### config.mk
export PLATFORM = sky130hd
export DESIGN_NAME = tone_sequencer_flat
export DESIGN_NICKNAME = d
export VERILOG_FILES = /design/src/rtl/tone_sequencer_if.sv /design/src/rtl/tone_sequencer.sv /design/src/flat_wrapper.sv
export SDC_FILE = /design/constraint.sdc
export NUM_CORES = 1
export LEC_CHECK = 0
export CAP_MARGIN = 20
export CELL_PAD_IN_SITES_DETAIL_PLACEMENT = 1
export CELL_PAD_IN_SITES_GLOBAL_PLACEMENT = 2
export CORE_MARGIN = 2
export CORE_UTILIZATION = 42
export CTS_CLUSTER_DIAMETER = 60
export DETAILED_ROUTE_END_ITERATION = 10
export PLACE_DENSITY = 0.77
export SYNTH_ARGS = -nofsm -noshare
export SYNTH_HDL_FRONTEND = slang
export SYNTH_SLANG_ARGS = --single-unit
### constraint.sdc
create_clock -name CLK0 -period 5.5 [get_ports CLK0]
set_input_delay 1.1 -clock CLK0 [delete_from_list [all_inputs] [get_ports CLK0]]
set_output_delay 1.1 -clock CLK0 [all_outputs]
set_load 0.05 [all_outputs]
### src/rtl/tone_sequencer_if.sv
// Peripheral register bus: separate read and write channels, zero-wait grants,
// registered read data.
interface naive_bus;
  logic        rd_req;
  logic        rd_gnt;
  logic [31:0] rd_addr;
  logic [31:0] rd_data;
  logic        wr_req;
  logic        wr_gnt;
  logic [31:0] wr_addr;
  logic [31:0] wr_data;

  modport master (
    output rd_req, rd_addr, wr_req, wr_addr, wr_data,
    input  rd_gnt, rd_data, wr_gnt
  );

  modport slave (
    input  rd_req, rd_addr, wr_req, wr_addr, wr_data,
    output rd_gnt, rd_data, wr_gnt
  );
endinterface

### src/rtl/tone_sequencer.sv
// Queued square-wave tone generator: the CPU pushes {duration, half-period}
// notes into a FIFO and the sequencer plays them back-to-back on SPK_KX.
//
// state  | meaning
// IDLE   | speaker low, waiting for EN with a non-empty queue
// LOAD   | pop queue head into cur, restart tone/ms counters (1 cycle)
// PLAY   | square wave (or rest when div==0) until dur ms have elapsed
module tone_sequencer #(
  parameter int CLK_HZ     = 50_000_000,
  parameter int TICK_HZ    = 1_000_000,
  parameter int DIV_W      = 16,
  parameter int DUR_W      = 16,
  parameter int FIFO_DEPTH = 8
) (
  input  logic     CLK0,
  input  logic     RST0,
  output logic     SPK_KX,
  output logic     PLAYING,
  output logic     IRQ,
  naive_bus.slave  bus
);

  localparam int PRESCALE = CLK_HZ / TICK_HZ;
  localparam int MS_TICKS = TICK_HZ / 1000;
  localparam int PRE_W    = (PRESCALE > 1) ? $clog2(PRESCALE) : 1;
  localparam int MS_W     = (MS_TICKS > 1) ? $clog2(MS_TICKS) : 1;
  localparam int PTR_W    = $clog2(FIFO_DEPTH);
  localparam int CNT_W    = PTR_W + 1;
  localparam int NOTE_W   = DUR_W + DIV_W;

  localparam logic [1:0] S_IDLE = 2'd0;
  localparam logic [1:0] S_LOAD = 2'd1;
  localparam logic [1:0] S_PLAY = 2'd2;

  logic [1:0]        state_q, state_d;
  logic [PRE_W-1:0]  pre_q;
  logic [MS_W-1:0]   ms_q, ms_d;
  logic [DIV_W-1:0]  tone_q, tone_d;
  logic [DUR_W-1:0]  durc_q, durc_d;
  logic              spk_q, spk_d;
  logic [NOTE_W-1:0] cur_q, cur_d;
  logic              en_q, irq_en_q, ovf_q, done_q;
  logic [31:0]       rd_data_q;
  logic [NOTE_W-1:0] mem [FIFO_DEPTH];
  logic [PTR_W-1:0]  wr_ptr_q, rd_ptr_q;
  logic [CNT_W-1:0]  count_q;

  logic              note_wr, ctrl_wr, stat_wr, flush;
  logic              empty, full, pop, push_ok, ovf_set, done_set;
  logic              tick, ms_last, ms_strobe;
  logic [NOTE_W-1:0] head, note_in;
  logic [DUR_W-1:0]  cur_dur;
  logic [DIV_W-1:0]  cur_div;
  logic [31:0]       rd_mux;
  logic              unused_bits;

  assign bus.rd_gnt  = bus.rd_req;
  assign bus.wr_gnt  = bus.wr_req;
  assign bus.rd_data = rd_data_q;

  assign note_wr = bus.wr_req && (bus.wr_addr[3:2] == 2'd0);
  assign ctrl_wr = bus.wr_req && (bus.wr_addr[3:2] == 2'd1);
  assign stat_wr = bus.wr_req && (bus.wr_addr[3:2] == 2'd2);
  assign flush   = ctrl_wr && bus.wr_data[2];
  assign note_in = {bus.wr_data[16 +: DUR_W], bus.wr_data[DIV_W-1:0]};

  assign empty   = (count_q == '0);
  assign full    = (count_q == CNT_W'(FIFO_DEPTH));
  assign pop     = (state_q == S_LOAD) && !flush;
  // A push into a full queue still fits when the head leaves in the same cycle.
  assign push_ok = note_wr && !flush && (!full || pop);
  assign ovf_set = note_wr && !flush && full && !pop;
  assign head    = mem[rd_ptr_q];

  assign tick      = (pre_q == PRE_W'(PRESCALE - 1));
  assign ms_last   = (ms_q == MS_W'(MS_TICKS - 1));
  assign ms_strobe = tick && ms_last;
  assign cur_dur   = cur_q[NOTE_W-1:DIV_W];
  assign cur_div   = cur_q[DIV_W-1:0];

  assign unused_bits = ^{bus.rd_addr[31:4], bus.rd_addr[1:0],
                         bus.wr_addr[31:4], bus.wr_addr[1:0], bus.wr_data};

  always_comb begin
    state_d  = state_q;
    spk_d    = spk_q;
    tone_d   = tone_q;
    durc_d   = durc_q;
    cur_d    = cur_q;
    done_set = 1'b0;
    ms_d     = ms_q;
    if (tick) ms_d = ms_last ? '0 : ms_q + 1'b1;
    case (state_q)
      S_IDLE: begin
        spk_d = 1'b0;
        if (en_q && !empty) state_d = S_LOAD;
      end
      S_LOAD: begin
        cur_d   = head;
        tone_d  = '0;
        durc_d  = '0;
        ms_d    = '0;
        spk_d   = 1'b0;
        state_d = (head[NOTE_W-1:DIV_W] == '0) ? S_IDLE : S_PLAY;
      end
      S_PLAY: begin
        if (tick && (cur_div != '0)) begin
          if (tone_q == cur_div - DIV_W'(1)) begin
            spk_d  = !spk_q;
            tone_d = '0;
          end else begin
            tone_d = tone_q + DIV_W'(1);
          end
        end
        // End of note overrides a coincident toggle so the pin always parks low.
        if (ms_strobe) begin
          durc_d = durc_q + DUR_W'(1);
          if (durc_q == cur_dur - DUR_W'(1)) begin
            spk_d = 1'b0;
            if (en_q && !empty) begin
              state_d = S_LOAD;
            end else begin
              state_d  = S_IDLE;
              done_set = empty;
            end
          end
        end
      end
      default: begin
        state_d = S_IDLE;
        spk_d   = 1'b0;
      end
    endcase
    if (flush) begin
      state_d  = S_IDLE;
      spk_d    = 1'b0;
      done_set = 1'b0;
    end
  end

  always_comb begin
    rd_mux = '0;
    case (bus.rd_addr[3:2])
      2'd1:    rd_mux = {29'd0, 1'b0, irq_en_q, en_q};
      2'd2:    rd_mux = {16'd0, 8'(count_q), 3'd0, done_q, ovf_q, PLAYING, full, empty};
      2'd3:    rd_mux = (state_q == S_PLAY) ? 32'(cur_q) : 32'd0;
      default: rd_mux = '0;
    endcase
  end

  always_ff @(posedge CLK0 or negedge RST0) begin
    if (!RST0) begin
      state_q   <= S_IDLE;
      pre_q     <= '0;
      ms_q      <= '0;
      tone_q    <= '0;
      durc_q    <= '0;
      spk_q     <= 1'b0;
      cur_q     <= '0;
      en_q      <= 1'b0;
      irq_en_q  <= 1'b0;
      ovf_q     <= 1'b0;
      done_q    <= 1'b0;
      rd_data_q <= '0;
      wr_ptr_q  <= '0;
      rd_ptr_q  <= '0;
      count_q   <= '0;
    end else begin
      state_q <= state_d;
      pre_q   <= tick ? '0 : pre_q + 1'b1;
      ms_q    <= ms_d;
      tone_q  <= tone_d;
      durc_q  <= durc_d;
      spk_q   <= spk_d;
      cur_q   <= cur_d;
      if (ctrl_wr) begin
        en_q     <= bus.wr_data[0];
        irq_en_q <= bus.wr_data[1];
      end
      if (ovf_set)      ovf_q <= 1'b1;
      else if (stat_wr) ovf_q <= 1'b0;
      if (done_set)     done_q <= 1'b1;
      else if (stat_wr) done_q <= 1'b0;
      if (bus.rd_req) rd_data_q <= rd_mux;
      if (flush) begin
        wr_ptr_q <= '0;
        rd_ptr_q <= '0;
        count_q  <= '0;
      end else begin
        if (push_ok) wr_ptr_q <= wr_ptr_q + 1'b1;
        if (pop)     rd_ptr_q <= rd_ptr_q + 1'b1;
        case ({push_ok, pop})
          2'b10:   count_q <= count_q + 1'b1;
          2'b01:   count_q <= count_q - 1'b1;
          default: count_q <= count_q;
        endcase
      end
    end
  end

  always_ff @(posedge CLK0) begin
    if (push_ok) mem[wr_ptr_q] <= note_in;
  end

  assign SPK_KX  = spk_q;
  assign PLAYING = (state_q == S_PLAY);
  assign IRQ     = irq_en_q && done_q;

endmodule

### src/flat_wrapper.sv
// flat-port wrapper written by rule: the top's interface ports become plain ports
module tone_sequencer_flat 
#(
  parameter int CLK_HZ     = 50_000_000,
  parameter int TICK_HZ    = 1_000_000,
  parameter int DIV_W      = 16,
  parameter int DUR_W      = 16,
  parameter int FIFO_DEPTH = 8
)
  (CLK0, RST0, SPK_KX, PLAYING, IRQ, bus_rd_req, bus_rd_addr, bus_wr_req, bus_wr_addr, bus_wr_data, bus_rd_gnt, bus_rd_data, bus_wr_gnt);
  naive_bus bus_i ();
  input  logic CLK0;
  input  logic RST0;
  output logic SPK_KX;
  output logic PLAYING;
  output logic IRQ;
  input wire logic [$bits(bus_i.rd_req)-1:0] bus_rd_req;
  input wire logic [$bits(bus_i.rd_addr)-1:0] bus_rd_addr;
  input wire logic [$bits(bus_i.wr_req)-1:0] bus_wr_req;
  input wire logic [$bits(bus_i.wr_addr)-1:0] bus_wr_addr;
  input wire logic [$bits(bus_i.wr_data)-1:0] bus_wr_data;
  output wire logic [$bits(bus_i.rd_gnt)-1:0] bus_rd_gnt;
  output wire logic [$bits(bus_i.rd_data)-1:0] bus_rd_data;
  output wire logic [$bits(bus_i.wr_gnt)-1:0] bus_wr_gnt;
  assign bus_i.rd_req = bus_rd_req;
  assign bus_i.rd_addr = bus_rd_addr;
  assign bus_i.wr_req = bus_wr_req;
  assign bus_i.wr_addr = bus_wr_addr;
  assign bus_i.wr_data = bus_wr_data;
  assign bus_rd_gnt = bus_i.rd_gnt;
  assign bus_rd_data = bus_i.rd_data;
  assign bus_wr_gnt = bus_i.wr_gnt;
  tone_sequencer #(.CLK_HZ(CLK_HZ), .TICK_HZ(TICK_HZ), .DIV_W(DIV_W), .DUR_W(DUR_W), .FIFO_DEPTH(FIFO_DEPTH)) u_core (.CLK0(CLK0), .RST0(RST0), .SPK_KX(SPK_KX), .PLAYING(PLAYING), .IRQ(IRQ), .bus(bus_i));
endmodule
## After elaboration in Yosys (flattened, before gate mapping)

Memory sizes are Yosys's and may differ from the RTL's.
Cells that the tools add are included.

- Mux-type cells: 40
- Reductions and logical operators: 34
- Add/subtract/negate cells: 10
- Equality and inequality tests: 19

Operators with widths:

| kind | number |
|---|---|
| one-hot mux 32 bit (3 select lines) | 1 |
| one-hot mux 16 bit (2 select lines) | 2 |
| two-way mux 16 bit | 3 |
| adder 16 x 1 -> 16 bit, second input constant | 2 |
| == test 16 bit | 2 |
| two-way mux 32 bit | 1 |
| subtractor 16 x 1 -> 16 bit, second input constant | 2 |
| two-way mux 10 bit | 3 |
| two-way mux 1 bit | 17 |
| zero test 16 bit | 1 |
| nonzero test 16 bit | 1 |
| logical AND 1 bit | 13 |
| two-way mux 3 bit | 4 |
| nonzero test 2 bit | 6 |
| adder 10 x 1 -> 10 bit, second input constant | 1 |
| == test 10 bit, second input constant | 1 |
| == test 2 bit, second input constant | 5 |
| two-way mux 2 bit | 5 |
| inequality test 3 x 1 -> 1 bit, second input constant | 3 |
| == test 2 x 1 -> 1 bit, second input constant | 4 |
| one-hot mux 4 bit (2 select lines) | 1 |
| adder 3 x 1 -> 3 bit, second input constant | 2 |
| adder 6 x 1 -> 6 bit, second input constant | 1 |
| == test 6 bit, second input constant | 1 |
| other kinds (14) | 21 |

- Input port bits: 100
- Logic and storage cells: 119
- Memories kept: 1
- Output and inout port bits: 37
- Bits in registers: 129
- RAM bits: 256

Memory list:

| memory | depth | bits a word | read ports | clocked after Yosys merged registers in | write ports | line | text |
|---|---|---|---|---|---|---|---|
| u_core.mem | 8 | 32 | 1 | 0 | 1 | tone_sequencer.sv:44 | `logic [NOTE_W-1:0] mem [FIFO_DEPTH];` |

## Longest topological paths before layout

Gate-level depths: netlist (run 1).

- Word-level depth: 10
- Mapped depth: 13
- Gate-level depth less buffers: 12

## Least setup slack after synthesis (run 1)

Ideal clock, no wire load.

- Path kind: input port to flip-flop
- Start point: input port bus_wr_addr[2]
- End point: memory u_core.mem[0][0] (netlist name), enable pin
- Path buffers: 0
- Arrival: 4.855 ns
- Cell stages on the path: 4
- Required time: 4.999 ns
- Slack: 0.144 ns
- Cell sequence: nand2b_1 -> nor3_1 -> inv_1 -> nor4_1

- Word-level cells in the longest chain between the ends: 9

Ends and longest elaborated chain:

| item | line | text |
|---|---|---|
| start, declared | flat_wrapper.sv:20 | `input wire logic [$bits(bus_i.wr_addr)-1:0] bus_wr_addr;` |
| == test 2 x 1 -> 1 bit | tone_sequencer.sv:62 | `assign ctrl_wr = bus.wr_req && (bus.wr_addr[3:2] == 2'd1);` |
| logical AND 1 bit | tone_sequencer.sv:62 |  |
| logical AND 1 bit | tone_sequencer.sv:64 | `assign flush = ctrl_wr && bus.wr_data[2];` |
| zero test 1 bit | tone_sequencer.sv:69, tone_sequencer.sv:71 |  |
| logical AND 1 bit | tone_sequencer.sv:69 | `assign pop = (state_q == S_LOAD) && !flush;` |
| logical OR 1 bit | tone_sequencer.sv:71 | `assign push_ok = note_wr && !flush && (!full \|\| pop);` |
| logical AND 1 bit (*) | tone_sequencer.sv:71 |  |
| two-way mux 1 bit (*) | tone_sequencer.sv:202 | `if (push_ok) mem[wr_ptr_q] <= note_in;` |
| two-way mux 1 bit (implied by the code) (*) | tone_sequencer.sv:202 |  |
| end, declared | tone_sequencer.sv:44 |  |

Every way passes the cells marked *; elsewhere a longest branch is shown, timed or not.

## Final worst setup path (run 1)

- Start point: register u_core.cur_q[0]
- End point: register u_core.tone_q[6]

- Word-level cells in the longest chain between the ends: 5

Ends and longest elaborated chain:

| item | line | text |
|---|---|---|
| start, declared | tone_sequencer.sv:41 | `logic [NOTE_W-1:0] cur_q, cur_d;` |
| start signal, assigned | tone_sequencer.sv:175 | `cur_q <= cur_d;` |
| subtractor 16 x 1 -> 16 bit | tone_sequencer.sv:108 | `if (tone_q == cur_div - DIV_W'(1)) begin` |
| == test 16 bit | tone_sequencer.sv:108 |  |
| two-way mux 16 bit | tone_sequencer.sv:108 |  |
| two-way mux 16 bit | tone_sequencer.sv:107 | `if (tick && (cur_div != '0)) begin` |
| one-hot mux 16 bit (2 select lines) | tone_sequencer.sv:93 | `case (state_q)` |
| end signal, assigned | tone_sequencer.sv:172 | `tone_q <= tone_d;` |
| end, declared | tone_sequencer.sv:38 | `logic [DIV_W-1:0] tone_q, tone_d;` |

Several ways; a longest one is shown, not always the timed one. The select of a mux whose other input is x is not followed.
A chain may end at the register's enable or synchronous reset.

==> flow_summary.ini, run 1 <==
[outcome]
outcome = finished clean

[floorplan]
initial_utilization_pct = 42.60
die_x_um = 202.2
fp.coreArea_um2 = 38740
die_h_um = 202.2
die_area_um2 = 40900
std_cell_rows = 72
io_pins = 137

[sta]
hold_viol_final = 0
rsz0062_at_grt = false
post-route-min-period_ps = 3779
fin_tns_setup_ps = 0
fin_skew_ps = 14.02
relSlewSlack_pct = 38.93
min_period_over_period_pct = 68.70
finalSetupViolCount = 0
worst_slew_pin_slew_ps = 916.1
slew_violations = 0
max_freq_ghz = 0.2647

[power_and_ir_drop]
peakVddDrop_v = 0.0002555
p_seq_share_pct = 43.7
clockPowerShare_pct = 30.5
powerDensity_nw_per_um2 = 453.1
switchingPower_mw = 2.835
leakage_nw = 6.760
p_comb_share_pct = 25.8
sw_frac_of_total_pct = 32.66
power.internal_mw = 5.846

[hold_path]
hold_path_class = flip-flop to flip-flop

[drt]
wl_per_cell_um = 21.29
vias = 9692
routed_via_density = 5.415
drt_iter0_markers = 499
final_antenna_net_count = 0
drc_errors = 0
routed_wl_um = 38120
drt-pass1-iter-count = 4

[place]
dp_hpwl_um = 24000
dp_cells = 1712
routabilityCongestion = 0.8181
io_buffer_count = 76

[clock_tree]
cts_setup_buffers = 0
clk_path_buf_depth = 3
hold_buffers = 0
root_buffer = clkbuf_16
numCtsBuffers = 43
htreeDepth = 2
cts_resized = 0
cts_tree = built
clk_pin_slew_ps = 60
clk_latency_ps = 560
cts.sinks = 385

[critical_path]
critPathMaxStageDelay_ps = 650
crit_type = flip-flop to flip-flop
crit_top_cell = or4b_1
crit_slowest_cell = or4b_1
cp_num_buf_inv = 1
required_ps = 5920
cp_top_family = simple AND/OR/NAND/NOR gates
start_kind = flip-flop
crit_arrival_ps = 4200
end_kind = flip-flop
worstPathMaxFanout = 13
worstPathCellList = inv_1 > ha_1 > or4b_1 > xor2_1 > a31oi_1 > a2111oi_0 > or4b_1 > nand4b_4 > o21ai_2 > nor3_1

[final_layout]
regArea_um2 = 10920
drive_above_1_share_pct = 12.74
nets = 1352
layoutNonFillerInstCount = 1790
fillerInstances = 3856
layout-area-overhead-vs-synth_pct = 16.09
antenna-diode-count = 0
multi_input_area_um2 = 5240

[yosys]
synthFlopType = edfxtp_1
syn-instance-count = 1160
synth.distinct_cells = 66
synth_edf_count = 256
synth_warnings = 0
yosysTopAreaCellShare_pct = 46.58
postSynthAreaPerCell_um2 = 14.23
synth_top_area_cell = edfxtp_1
yosys-top-cells-area = edfxtp_1 (47%), dfrtp_1 (20%), mux4_2 (8.9%)
ys_async_sr_fraction_pct = 33.51
synth_seq_cells = 385
ys_seq_area_share_pct = 66.14
syn_nets = 1273
synth_area_um2 = 16500

[global_routing]
grt_antenna_before_repair = 1
grt_util_all_layers_pct = 19.38
first_global_vias = 10310
grt_max_degree = 93
grt_pass1_wl_um = 61050
gr-total-overflow = 0

[flow_run]
maxCapViolations = 0
state kept, by name, indices dropped and copies added (netlist names):
signal	cells
u_core.SPK_KX	1
u_core.tone_q	16
u_core.count_q	4
u_core.en_q	1
u_core.durc_q	16
u_core.done_q	1
u_core.ovf_q	1
u_core.pre_q	6
u_core.state_q	2
u_core.irq_en_q	1
u_core.ms_q	10
u_core.bus.rd_data	32
u_core.rd_ptr_q	3
u_core.mem	256
u_core.cur_q	32
u_core.wr_ptr_q	3
worst reg2reg max path, stage by stage, from the launching register on:
cell,delay (ps)
dfrtp_1,470
inv_1,90
ha_1,330
or4b_1,650
xor2_1,240
a31oi_1,120
a2111oi_0,340
or4b_1,470
nand4b_4,250
o21ai_2,550
nor3_1,130
final cells by class:
| class | instances | area share (%) |
|---|---|---|
| Clock buffer | 58 | 5.963 |
| Tap cell | 518 | 3.383 |
| Sequential cell | 385 | 57.01 |
| Clock inverter | 20 | 0.7641 |
| Inverter | 40 | 0.7837 |
| Multi-Input combinational cell | 675 | 27.35 |
| Timing Repair Buffer | 94 | 4.748 |
Yosys cell counts (all sizes together) (8+ instances only):
cell type and n:
nand2 121, inv 40, nand4 19, dfrtp 129, nor2b 14, nand3 25, nor4 10, buf 20
xor2 33, mux2i 37, ha 12, or3 8, and3 12, xnor2 38, clkbuf 40, edfxtp 256
a21oi 18, mux4 65, nor3 23, nor2 77, o21ai 82
placed cells by master (no fill, tap or decap), types with 18 or more instances in the layout:
cell type,count
nor3_1,18
mux2i_1,37
inv_1,40
clkdlybuf4s50_1,75
nor2_1,73
nand2_1,121
clkbuf_16,43
dfrtp_1,126
a21oi_1,18
edfxtp_1,256
xnor2_1,38
xor2_1,33
nand4_1,19
nand3_1,25
mux4_2,65
o21ai_0,81
layer usage:
metal	up-vias	part of all wire, %	global-route usage [%]
met5	-	0.026	0
met4	2	1.5	4.562
met3	46	3.9	3.660
met2	166	47	31.14
met1	4990	47	27.52
li1	4488	-	-
worst paths after layout:
kind | start | endpoint | slack (ps) | cells past startpoint
setup / recovery | u_core.cur_q[0]$_DFFE_PN0P_ | u_core.tone_q[6]$_DFFE_PN0P_ | 1720 | 10
hold / removal | u_core.pre_q[0]$_DFF_PN0_ | u_core.pre_q[0]$_DFF_PN0_ | 510 | 1
max in group asynchronous | RST0 | u_core.bus.rd_data[26]$_DFFE_PN0P_ | 3750 | 2
setup reg to reg | u_core.cur_q[0]$_DFFE_PN0P_ | u_core.tone_q[6]$_DFFE_PN0P_ | 1720 | 10
min in group asynchronous | RST0 | u_core.bus.rd_data[21]$_DFFE_PN0P_ | 610 | 1
hold reg to reg | u_core.pre_q[0]$_DFF_PN0_ | u_core.pre_q[0]$_DFF_PN0_ | 510 | 1
logic make-up (layout without fill, tap and decap cells):
group	Yosys count	in the layout	synth area share [%]
compound gates	148	148	5.474
xor+xnor	71	71	3.768
fa+ha+maj	13	13	1.031
buf+inv	100	212	2.434
flops	385	385	66.14
mux	104	104	11.25
simple gates	339	339	9.901
metrics by stage:
| step | setup WS (ps) | utilization [%] | area, um2 | total power [mW] | hold WS [ps] |
|---|---|---|---|---|---|
| 4_1_cts | 1643 | 49.46 | 19160 | 8.802 | 512.7 |
| 5_1_grt | 1390 | 49.46 | 19160 | 9.167 | 541.4 |
| 3_5_place_dp | 1304 | 46.13 | 17870 | 6.122 | 504.3 |
| 2_1_floorplan | 143.6 | - | 16500 | 5.379 | 460.8 |
| 6_report | 1721 | 49.46 | 19160 | 8.681 | 509.0 |
| 3_3_place_gp | 1309 | 46.13 | 17870 | 6.068 | 491.7 |
power by group through the flow:
| stage | Clock, mW | Sequential, mW | Combinational [mW] |
|---|---|---|---|
| 2_1_floorplan | 0 | 3.66 | 1.72 |
| 3_5_place_dp | 0 | 3.86 | 2.26 |
| 5_1_grt | 2.84 | 3.86 | 2.47 |
| 3_3_place_gp | 0 | 3.85 | 2.22 |
| 4_1_cts | 2.72 | 3.80 | 2.27 |
| 6_report | 2.65 | 3.79 | 2.24 |
Note: power is estimated with default switching activity, not from simulation.
==> inputs of run 2 (changes only) <==
==> constraint.sdc (replaced) <==
create_clock -name CLK0 -period 3.75 [get_ports CLK0]
set_input_delay 0.75 -clock CLK0 [delete_from_list [all_inputs] [get_ports CLK0]]
set_output_delay 0.75 -clock CLK0 [all_outputs]
set_load 0.05 [all_outputs]
==> run 2 against run 1 <==
Clock-buffer cell count down 4. Utilization up 0.83 points. Register-to-register slack got worse by 1200 ps. Final area up 1.7%. Sequential power is 46% higher. Flip-flop and latch count stayed put. Global-route usage increased by 0.54 points. Largest cell class unchanged. Via count rose by 1.8%.
==> flow_summary.ini, run 2 (synthesis gave the netlist of run 1 again) <==
[drt]
final_antenna_net_count = 0
routed_via_density = 5.445
met3_wirelength_um = 1512
drt-pass1-iter-count = 7
wl_met1_um = 18220
drc_errors = 0
wl_met2_um = 18600
top_layer_used = met5
drt_iter0_markers = 545
vias = 9871
wl_per_cell_um = 21.64
routed_wl_um = 39230

[critical_path]
crit_type = flip-flop to flip-flop
crit_arrival_ps = 3700
end_kind = flip-flop
worstPathMaxFanout = 9
worstSetupStartpoint = u_core.cur_q[9]$_DFFE_PN0P_
required_ps = 4190
r2r_start = u_core.cur_q[9]$_DFFE_PN0P_
start_kind = flip-flop

[place]
io_buffer_count = 76
dp_worst_setup_slack_ps = 364.3
dp_cells = 1733
dpl_cell_area_um2 = 18110
dp_hpwl_um = 25200
routabilityCongestion = 0.8209

[clock_tree]
clk_latency_ps = 580
hold_buffers = 0
numCtsBuffers = 43
cts.sinks = 385
clk_path_buf_depth = 3
cts_setup_buffers = 0
cts_tree = built
root_buffer = clkbuf_16
clk_pin_slew_ps = 60
cts_resized = 0
htreeDepth = 2

[hold_path]
hold_path_class = input pin to async pin

[outcome]
outcome = finished clean

[final_layout]
postLayoutCellArea_um2 = 19480
layout-area-overhead-vs-synth_pct = 18.04
largest_register_ffs = 256
nets = 1373
antenna-diode-count = 0
largest-register = u_core.mem
fillerInstances = 3830
fin_util_pct = 50.29
final_common_cell = edfxtp_1
layoutNonFillerInstCount = 1813
drive_above_1_share_pct = 14.36
mostFrequentLayoutCells = edfxtp_1 (256), dfrtp_1 (126), nand2_1 (121)

[sta]
min_period_over_period_pct = 86.88
finalWorstSetupSlack_ps = 492.1
rsz0062_at_grt = false
fin_tns_setup_ps = 0
relSlewSlack_pct = 44.81
post-route-min-period_ps = 3258
fin_skew_ps = 27.72
worst_hold_slack_ps = 217.1
max_freq_ghz = 0.3069
worst_slew_pin_slew_ps = 827.9
finalSetupViolCount = 0
slew_violations = 0
hold_viol_final = 0

[power_and_ir_drop]
power_mw = 13.08
peakVddDrop_v = 0.0004491
powerDensity_nw_per_um2 = 671.6
clockPowerShare_pct = 31.2
p_seq_share_pct = 42.3
power.internal_mw = 8.834
p_comb_share_pct = 26.4
switchingPower_mw = 4.248
sw_frac_of_total_pct = 32.47
leakage_nw = 6.928

[floorplan]
initial_utilization_pct = 42.60
die_x_um = 202.2
io_pins = 137
die_area_um2 = 40900
fp.coreArea_um2 = 38740
die_h_um = 202.2
std_cell_rows = 72

[flow_run]
maxCapViolations = 0

[global_routing]
grt_util_all_layers_pct = 19.92
grt_max_degree = 81
grt_pass1_wl_um = 62870
grt_antenna_before_repair = 2
first_global_vias = 10540
gr-total-overflow = 0
run 2: critical path, stage by stage (launching register included):
cell and delay, ps:
dfrtp_1 450, nor4_1 630, and3_1 320, a31oi_1 90
a2111oi_0 350, or4b_1 480, nand4b_4 250, o21ai_2 350
buf_12 170, nor3_1 50
run 2: area by class of cell:
class / count / area [um2] / share of cell area [%]
Clock buffer: 54 / 1139 / 5.845
Clock inverter: 26 / 227.7 / 1.169
Inverter: 40 / 150.1 / 0.7707
Multi-Input combinational cell: 675 / 5255 / 26.97
Sequential cell: 385 / 10920 / 56.06
Tap cell: 518 / 648.1 / 3.327
Timing Repair Buffer: 115 / 1140 / 5.851
run 2: worst paths after layout:
kind                                                      end  cells after the start  slack [ps]
min in group CLK0                   u_core.pre_q[0]$_DFF_PN0_                      1         500
max in group asynchronous        u_core.cur_q[25]$_DFFE_PN0P_                      2        2730
max                              u_core.tone_q[6]$_DFFE_PN0P_                      9         490
min reg2reg                         u_core.pre_q[0]$_DFF_PN0_                      1         500
max reg2reg                      u_core.tone_q[6]$_DFFE_PN0P_                      9         490
min                        u_core.bus.rd_data[21]$_DFFE_PN0P_                      1         220
run 2: power by group through the flow:
stage	clock network (mW)	logic [mW]	registers, mW
6_report	4.09	3.46	5.54
5_1_grt	4.35	3.82	5.62
4_1_cts	4.20	3.51	5.54
3_5_place_dp	0	3.49	5.63
3_3_place_gp	0	3.41	5.61
2_1_floorplan	0	2.53	5.36
run 2: metal layers:
metal | vias up | global-route usage [%]
met2 | 194 | 31.81
met1 | 5078 | 28.32
li1 | 4529 | -
met4 | 4 | 6.283
met3 | 66 | 2.983
met5 | - | 0
==> inputs of run 3 (changes only) <==
--- a/config.mk
+++ b/config.mk
@@ -10,7 +10,6 @@
 export CELL_PAD_IN_SITES_GLOBAL_PLACEMENT = 2
 export CORE_MARGIN = 2
 export CORE_UTILIZATION = 42
-export CTS_CLUSTER_DIAMETER = 60
 export DETAILED_ROUTE_END_ITERATION = 10
 export PLACE_DENSITY = 0.77
 export SYNTH_ARGS = -nofsm -noshare
==> run 3 against run 2 <==
Combinational power is essentially flat. Via count shrank 0.60%. First-iteration DRC count rose by 12%. Utilization increased by 0.058 points. Flip-flop and latch count unchanged. Die area unchanged. Largest cell class unchanged.
==> flow_summary.ini, run 3 (synthesis gave the netlist of run 1 again) <==
[outcome]
outcome = finished clean

[sta]
post-route-min-period_ps = 3216
max_freq_ghz = 0.3110
rsz0062_at_grt = false
relSlewSlack_pct = 46.21
slew_violations = 0
hold_viol_final = 0
fin_skew_ps = 18.30
min_period_over_period_pct = 85.76
finalSetupViolCount = 0
finalWorstSetupSlack_ps = 534.2
worst_slew_pin_slew_ps = 806.9

[final_layout]
regArea_um2 = 10920
multi_input_area_um2 = 5255
fillerInstances = 3845
mostFrequentLayoutCells = edfxtp_1 (256), dfrtp_1 (126), nand2_1 (121)
largest-register = u_core.mem
fin_util_pct = 50.35
layout-area-overhead-vs-synth_pct = 18.18
nets = 1373
postLayoutCellArea_um2 = 19500
antenna-diode-count = 0
drive_above_1_share_pct = 14.65
final_common_cell = edfxtp_1
largest_register_ffs = 256

[clock_tree]
hold_buffers = 0
htreeDepth = 2
root_buffer = clkbuf_16
cts.sinks = 385
cts_tree = built
clk_pin_slew_ps = 60
clk_latency_ps = 570
cts_setup_buffers = 0
numCtsBuffers = 43
cts_resized = 0
clk_path_buf_depth = 3

[floorplan]
initial_utilization_pct = 42.60
die_area_um2 = 40900
die_h_um = 202.2
fp.coreArea_um2 = 38740
io_pins = 137
die_x_um = 202.2
std_cell_rows = 72

[global_routing]
first_global_vias = 10480
grt_antenna_before_repair = 2
grt_util_all_layers_pct = 19.86
gr-total-overflow = 0
grt_pass1_wl_um = 62610
grt_max_degree = 81

[place]
routabilityCongestion = 0.8209
dpl_cell_area_um2 = 18110
dp_worst_setup_slack_ps = 364.3
io_buffer_count = 76
dp_hpwl_um = 25200

[critical_path]
crit_arrival_ps = 3660
end_kind = flip-flop
worstPathMaxFanout = 9
required_ps = 4200
start_kind = flip-flop
crit_type = flip-flop to flip-flop

[drt]
drt-pass1-iter-count = 5
routed_via_density = 5.427
drt_iter0_markers = 608
routed_wl_um = 39100
vias = 9812
drc_errors = 0
wl_per_cell_um = 21.63
final_antenna_net_count = 0

[power_and_ir_drop]
powerDensity_nw_per_um2 = 673.4
leakage_nw = 6.942
peakVddDrop_v = 0.0004560

[flow_run]
maxCapViolations = 0

[hold_path]
hold_path_class = input pin to async pin
run 3: changes by cell type in the layout (fill, tap and decap cells not counted):
cell / delta
clkinv_4: +1
clkbuf_1: -2
clkinv_1: -6
bufinv_16: +1
clkbuf_8: +1
run 3: path summary, 6_finish.rpt:
kind,startpoint,endpoint,slack (ps),cells past startpoint
max reg2reg,u_core.cur_q[11]$_DFFE_PN0P_,u_core.tone_q[6]$_DFFE_PN0P_,530,9
min reg2reg,u_core.pre_q[0]$_DFF_PN0_,u_core.pre_q[0]$_DFF_PN0_,500,1
min in group CLK0,u_core.pre_q[0]$_DFF_PN0_,u_core.pre_q[0]$_DFF_PN0_,500,1
max in group asynchronous,RST0,u_core.cur_q[26]$_DFFE_PN0P_,2720,2
max,u_core.cur_q[11]$_DFFE_PN0P_,u_core.tone_q[6]$_DFFE_PN0P_,530,9
min,RST0,u_core.bus.rd_data[21]$_DFFE_PN0P_,220,1
run 3: area by class of cell:
type / instances / area share (%)
tap: 518 / 3.323
clock buffer: 53 / 5.870
sequential: 385 / 56.00
clock inverter: 22 / 1.251
inverter: 40 / 0.7698
timing repair buffer: 115 / 5.844
multi-input combinational: 675 / 26.94
run 3: through the flow:
stage | cells | hold slack, ps | total power, mW | setup TNS [ps]
final | 1808 | 222.5 | 13.13 | 0
after global routing | 1808 | 277.3 | 13.83 | 0
after CTS | 1808 | 258.4 | 13.31 | 0
after detailed placement | 1733 | 492.1 | 9.119 | 0
after global placement | 1733 | 488.8 | 9.020 | 0
after floorplan | 1160 | 454.4 | 7.892 | -40450
run 3: where the power goes:
| part | total, mW | switching (mW) | leakage (nW) | internal [mW] |
|---|---|---|---|---|
| clock | 4.14 | 1.69 | 0.681 | 2.45 |
| combinational | 3.46 | 1.91 | 2.24 | 1.55 |
| sequential | 5.54 | 0.621 | 4.02 | 4.92 |
run 3: critical path, cell delays in order, from the launching register on:
cell	delay [ps]
dfrtp_1	440
nor4_1	630
and3_1	320
a31oi_1	90
a2111oi_0	320
or4b_1	480
nand4b_4	250
o21ai_2	360
buf_12	170
nor3_1	50
run 3: metal layers:
layer / up-vias / GRT usage, % / wire (um)
met2: 181 / 31.86 / 18730
li1: 4522 / - / -
met1: 5047 / 28.17 / 17960
met4: 4 / 5.083 / 720
met5: - / 0 / 27
met3: 58 / 3.628 / 1658
